<file path="src/rtl/mcu51_pkg.sv">
// Shared 8051-family constants: interrupt source indices, vector addresses
// and the interrupt controller state encoding.
package mcu51_pkg;

    localparam int NUM_SRC = 5;

    // Index order doubles as the fixed in-level priority (0 = highest)
    typedef enum logic [2:0] {
        SRC_IE0 = 3'd0,
        SRC_TF0 = 3'd1,
        SRC_IE1 = 3'd2,
        SRC_TF1 = 3'd3,
        SRC_SER = 3'd4
    } src_e;

    typedef enum logic [1:0] {
        ST_IDLE = 2'd0,
        ST_REQ  = 2'd1,
        ST_VECT = 2'd2,
        ST_HOLD = 2'd3
    } state_e;

    localparam logic [15:0] VEC_IE0 = 16'h0003;
    localparam logic [15:0] VEC_TF0 = 16'h000B;
    localparam logic [15:0] VEC_IE1 = 16'h0013;
    localparam logic [15:0] VEC_TF1 = 16'h001B;
    localparam logic [15:0] VEC_SER = 16'h0023;

    function automatic logic [15:0] src_vector(input src_e s);
        logic [15:0] v;
        case (s)
            SRC_IE0: v = VEC_IE0;
            SRC_TF0: v = VEC_TF0;
            SRC_IE1: v = VEC_IE1;
            SRC_TF1: v = VEC_TF1;
            SRC_SER: v = VEC_SER;
            default: v = 16'h0000;
        endcase
        return v;
    endfunction

endpackage

</file>
<file path="src/rtl/int_sync_edge.sv">
// Two-flop synchronizer for an active-low external interrupt pin plus a
// falling-edge detector on the synchronized level.
module int_sync_edge (
    input  logic CLK,
    input  logic reset,
    input  logic pin,
    output logic sync,
    output logic fall
);

    logic meta;
    logic prev;

    // Preset high so an idle (high) pin never looks like a falling edge
    always_ff @(posedge CLK) begin
        if (!reset) begin
            meta <= 1'b1;
            sync <= 1'b1;
            prev <= 1'b1;
        end else begin
            meta <= pin;
            sync <= meta;
            prev <= sync;
        end
    end

    assign fall = prev & ~sync;

endmodule

</file>
<file path="src/rtl/int_ctrl.sv">
// 8051-style two-level interrupt controller: flag capture, priority
// resolution, in-service tracking and the CPU request/ack handshake.
import mcu51_pkg::*;

module int_ctrl (
    input  logic        CLK,
    input  logic        reset,
    input  logic [7:0]  ie,
    input  logic [4:0]  ip,
    input  logic        int0_n,
    input  logic        int1_n,
    input  logic        it0,
    input  logic        it1,
    input  logic        tf0,
    input  logic        tf1,
    input  logic        ri,
    input  logic        ti,
    input  logic        ack,
    input  logic        reti,
    output logic        irq,
    output logic [15:0] vector,
    output logic        ie0,
    output logic        ie1,
    output logic        clr_tf0,
    output logic        clr_tf1,
    output logic        isr_hi,
    output logic        isr_lo
);

    logic sync0, sync1, fall0, fall1;
    logic flag0, flag1;

    int_sync_edge u_sync0 (.CLK(CLK), .reset(reset), .pin(int0_n), .sync(sync0), .fall(fall0));
    int_sync_edge u_sync1 (.CLK(CLK), .reset(reset), .pin(int1_n), .sync(sync1), .fall(fall1));

    state_e state, state_nx;
    src_e   cur_src, cur_src_nx, win_src;
    logic   cur_hi, cur_hi_nx, win_hi, win_any;
    logic   irq_nx, clr_tf0_nx, clr_tf1_nx;
    logic   [15:0] vector_nx;
    logic   set_hi, set_lo, drop_hi, drop_lo, clr_ie0, clr_ie1, reti_ok;
    logic   [NUM_SRC-1:0] flags, pend, hi_ok, lo_ok;

    // Level mode follows the pin directly; edge mode latches until serviced
    assign ie0 = it0 ? flag0 : ~sync0;
    assign ie1 = it1 ? flag1 : ~sync1;

    assign flags = {ri | ti, tf1, ie1, tf0, ie0};
    assign pend  = ie[7] ? (flags & ie[4:0]) : '0;
    assign hi_ok = isr_hi ? '0 : (pend & ip);
    assign lo_ok = (isr_hi | isr_lo) ? '0 : (pend & ~ip);

    // Scan from lowest priority upward so the last hit wins; high level overrides low
    always_comb begin
        win_any = 1'b0;
        win_src = SRC_IE0;
        win_hi  = 1'b0;
        for (int i = NUM_SRC - 1; i >= 0; i--) begin
            if (lo_ok[i]) begin
                win_any = 1'b1;
                win_src = src_e'(3'(i));
                win_hi  = 1'b0;
            end
        end
        for (int i = NUM_SRC - 1; i >= 0; i--) begin
            if (hi_ok[i]) begin
                win_any = 1'b1;
                win_src = src_e'(3'(i));
                win_hi  = 1'b1;
            end
        end
    end

    always_comb begin
        state_nx   = state;
        irq_nx     = irq;
        vector_nx  = vector;
        cur_src_nx = cur_src;
        cur_hi_nx  = cur_hi;
        clr_tf0_nx = 1'b0;
        clr_tf1_nx = 1'b0;
        set_hi     = 1'b0;
        set_lo     = 1'b0;
        drop_hi    = 1'b0;
        drop_lo    = 1'b0;
        clr_ie0    = 1'b0;
        clr_ie1    = 1'b0;
        reti_ok    = reti & (isr_hi | isr_lo);
        case (state)
            ST_IDLE, ST_HOLD: begin
                if (reti_ok) begin
                    drop_hi  = isr_hi;
                    drop_lo  = ~isr_hi;
                    irq_nx   = 1'b0;
                    state_nx = ST_HOLD;
                end else if (state == ST_HOLD) begin
                    state_nx = ST_IDLE;
                end else if (win_any) begin
                    irq_nx     = 1'b1;
                    vector_nx  = src_vector(win_src);
                    cur_src_nx = win_src;
                    cur_hi_nx  = win_hi;
                    state_nx   = ST_REQ;
                end
            end
            ST_REQ: begin
                if (reti_ok) begin
                    drop_hi  = isr_hi;
                    drop_lo  = ~isr_hi;
                    irq_nx   = 1'b0;
                    state_nx = ST_HOLD;
                end else if (ack) begin
                    irq_nx     = 1'b0;
                    clr_tf0_nx = (cur_src == SRC_TF0);
                    clr_tf1_nx = (cur_src == SRC_TF1);
                    state_nx   = ST_VECT;
                end else if (win_any) begin
                    vector_nx  = src_vector(win_src);
                    cur_src_nx = win_src;
                    cur_hi_nx  = win_hi;
                end else begin
                    irq_nx   = 1'b0;
                    state_nx = ST_IDLE;
                end
            end
            ST_VECT: begin
                set_hi   = cur_hi;
                set_lo   = ~cur_hi;
                clr_ie0  = (cur_src == SRC_IE0);
                clr_ie1  = (cur_src == SRC_IE1);
                state_nx = ST_IDLE;
            end
            default: state_nx = ST_IDLE;
        endcase
    end

    always_ff @(posedge CLK) begin
        if (!reset) state <= ST_IDLE;
        else        state <= state_nx;
    end

    always_ff @(posedge CLK) begin
        if (!reset) begin
            irq     <= 1'b0;
            vector  <= 16'h0000;
            cur_src <= SRC_IE0;
            cur_hi  <= 1'b0;
            clr_tf0 <= 1'b0;
            clr_tf1 <= 1'b0;
            isr_hi  <= 1'b0;
            isr_lo  <= 1'b0;
        end else begin
            irq     <= irq_nx;
            vector  <= vector_nx;
            cur_src <= cur_src_nx;
            cur_hi  <= cur_hi_nx;
            clr_tf0 <= clr_tf0_nx;
            clr_tf1 <= clr_tf1_nx;
            isr_hi  <= (isr_hi & ~drop_hi) | set_hi;
            isr_lo  <= (isr_lo & ~drop_lo) | set_lo;
        end
    end

    // A fresh edge arriving in the service cycle wins over the clear
    always_ff @(posedge CLK) begin
        if (!reset || !it0) flag0 <= 1'b0;
        else if (fall0)     flag0 <= 1'b1;
        else if (clr_ie0)   flag0 <= 1'b0;
    end

    always_ff @(posedge CLK) begin
        if (!reset || !it1) flag1 <= 1'b0;
        else if (fall1)     flag1 <= 1'b1;
        else if (clr_ie1)   flag1 <= 1'b0;
    end

endmodule

</file>
<file path="config.mk">
export PLATFORM = sky130hd
export DESIGN_NAME = int_ctrl
export DESIGN_NICKNAME = d
export VERILOG_FILES = /design/src/rtl/mcu51_pkg.sv /design/src/rtl/int_sync_edge.sv /design/src/rtl/int_ctrl.sv
export SDC_FILE = /design/constraint.sdc
export NUM_CORES = 1
export LEC_CHECK = 0
export ABC_AREA = 1
export BUFFER_PORTS_ARGS = -buffer_cell sky130_fd_sc_hd__buf_2
export CORE_UTILIZATION = 49
export DETAILED_ROUTE_END_ITERATION = 6
export PLACE_DENSITY = 0.83
export SYNTH_ARGS = -nofsm -noshare
export SYNTH_HDL_FRONTEND = slang
export SYNTH_SLANG_ARGS = --single-unit
</file>
<file path="constraint.sdc">
create_clock -name CLK -period 2 [get_ports CLK]
set_clock_uncertainty 0.15 [all_clocks]
set_input_delay 0.6 -clock CLK [delete_from_list [all_inputs] [get_ports CLK]]
set_output_delay 0.6 -clock CLK [all_outputs]
set_load 0.02 [all_outputs]
</file>
==> impl_metrics.yaml <==
worst_setup_path:
  r2r_cells: 8
  r2r_setup_slack_ns: 0.20
  startpoint_type: "input pin"
  critPathRequiredTime_ns: 1.25
  crit_end: "ie0"
  worstReg2RegEnd: "vector[5]$_SDFFE_PN0P_"
  crit_arrival_ns: 1.12
  cp-end-kind: "output port"
  critPathMaxFanout: 3
  path_class: "in2out"
  crit_path_start: "it0"
  reg2reg_from: "state[0]$_SDFFE_PN0P_"
placed_design:
  place_congestion: 0.8594
  dp_hpwl_um: 2196
  pre_cts_ws_ns: -0.02155
  port_buffers: 34
finish:
  area_delta_synth_final_pct: 16.92
  fin_util: 0.6296
  final_cell_mix: "nand2_1, buf_2, nor2_1, dfxtp_1, inv_1"
  layout.nets: 272
  multi_input_area_um2: 768.2
  drive_gt1_frac: 0.2917
  num-fill-cells: 251
  antenna_cells: 0
  layout_commonest_cell: "nand2_1"
  regArea_um2: 460.4
grt:
  grt_pass1_vias: 1054
  overflow: 0
  grt_max_degree: 13
  grt_pass1_wl_um: 4284
  antenna_found_initial: 0
  track_usage: 0.1991
route:
  drt_iter0_markers: 20
  dr.pass1.iters: 4
  drc: 0
  wirelength_um: 2671
  routedWlPerCell_um: 9.893
  ant_nets: 0
  viasPerCell: 4.793
  dr_total_vias: 1294
clocking:
  cts_max_level: 1
  ctsRootBufferMaster: "clkbuf_4"
  ctsResizeCount: 0
  cts_setup_buffers: 0
  tritoncts: "done"
  clkTransAtPathRegs_ns: 0.12
  cts_buffers: 3
  hold_buffers: 0
  clk_path_buf_depth: 2
  cts_sinks: 23
  clock_latency_ns: 0.31
sta:
  rsz0062_at_grt: "false"
  hold_ws_ns: 0.2771
  hold_viol: 0
  fin_crit_ns: 1.869
  final-setup-viol-count: 0
  period_share: 0.9344
  tns_ns: 0
  drv_slew: 0
  worst_slack_ns: 0.1311
  max_freq_mhz: 535.1
synthesis:
  yosys_register_bits: 23
  synthCells: 198
  yosysSeqAreaShare: 0.3330
  yosysWarningCount: 0
  synth_cell_type_count: 25
  synth.avg_cell_area_um2: 6.983
  synth_area_um2: 1383
floorplan:
  start_util: 0.5385
  rows: 18
  io_pins: 48
  coreArea_um2: 2567
  die_w_um: 55.12
  die_area_um2: 3038
  fp.dieH_um: 55.12
pwr:
  p_clk_frac: 0.204
  p_sw_w: 0.0003510
  internal_power_w: 0.0006913
  power_density_nw_per_um2: 644.8
  pwr-share-seq: 0.485
  swShare: 0.3368
  power_frac_comb: 0.311
  vdd_drop_max_uv: 641.7
  p_leak_nw: 0.8545
  power.total_w: 0.001042
run:
  maxCapViolCount: 0
status:
  status: "finished clean"
hold_path:
  min-delay-path-class: "reg2reg"
-- cell families (layout without fill, tap and decap cells) --
logic type,Yosys count,count (layout),share of synthesized area
and+or+nand+nor,107,107,0.3729
buffers and inverters,39,71,0.1385
DFF,23,23,0.3330
AOI/OAI and AO/OA,22,22,0.09864
adders and majority gates,6,6,0.05430
other,1,11,0.002712
-- stage by stage --
stage / area, µm² / std cells
after global routing: 1617 / 270
after global placement: 1590 / 266
after CTS: 1617 / 270
final: 1617 / 270
after floorplan: 1420 / 208
after detailed placement: 1590 / 266
-- power by group through the flow --
stage          Clock (W)  Combinational, W  Sequential (W)
3_5_place_dp           0          0.000322        0.000516
5_1_grt         0.000242          0.000363        0.000511
6_report        0.000213          0.000324        0.000505
4_1_cts         0.000226          0.000323        0.000506
3_3_place_gp           0          0.000317        0.000515
2_1_floorplan          0          0.000223        0.000536
-- worst min path at each step --
| stage | startpoint | endpoint | slack (ns) | cells past startpoint |
|---|---|---|---|---|
| 3_3_place_gp | u_sync0.meta$_SDFF_PN1_ | u_sync0.sync$_SDFF_PN1_ | 0.25 | 1 |
| 3_5_place_dp | u_sync0.meta$_SDFF_PN1_ | u_sync0.sync$_SDFF_PN1_ | 0.25 | 1 |
| 6_report | u_sync1.meta$_SDFF_PN1_ | u_sync1.sync$_SDFF_PN1_ | 0.28 | 1 |
| 2_1_floorplan | u_sync0.meta$_SDFF_PN1_ | u_sync0.sync$_SDFF_PN1_ | 0.24 | 1 |
| 5_1_grt | int1_n | u_sync1.meta$_SDFF_PN1_ | 0.30 | 2 |
| 4_1_cts | u_sync0.meta$_SDFF_PN1_ | u_sync0.sync$_SDFF_PN1_ | 0.28 | 1 |
-- cell usage after synthesis (all sizes together) --
master,count,area (µm²)
a22oi,2,15.01
nand2,48,202.7
and2,1,6.260
buf,12,90.09
conb,1,3.750
clkbuf,2,7.510
nor2,27,121.4
a21oi,11,66.32
dfxtp,23,460.4
a31oi,2,12.51
nand4,7,43.79
ha,6,75.07
nor3,4,20.02
inv,25,93.84
or2,5,31.28
nand3,15,90.09
o21ai,7,42.54
-- cell type report --
class,instances,area share
repair buffers,42,0.1424
well taps,30,0.02322
inverters,25,0.05805
clock buffers,4,0.01625
multi-input cells,146,0.4752
flip-flops and latches,23,0.2848
-- metal layers --
metal	track usage	wire length, µm	vias up
met2	0.3594	1273	38
met5	0	0	-
li1	-	-	691
met4	0.03750	10	0
met1	0.2376	1240	563
met3	0.04918	146	2
-- worst max-delay path: stages --
cell and delay, ns:
buf_2 0.11, o21ai_2 0.20, buf_2 0.21
-- registers in the layout (all words and copies together) (netlist names) --
name and cells:
clr_tf0 1, irq 1, cur_src 3, isr_hi 1, flag0 1, cur_hi 1, u_sync0.prev 1, u_sync1.sync 1
vector 4, flag1 1, clr_tf1 1, u_sync1.prev 1, u_sync1.meta 1, state 2, isr_lo 1, u_sync0.sync 1
u_sync0.meta 1
Power figures use the tool's default switching activity.
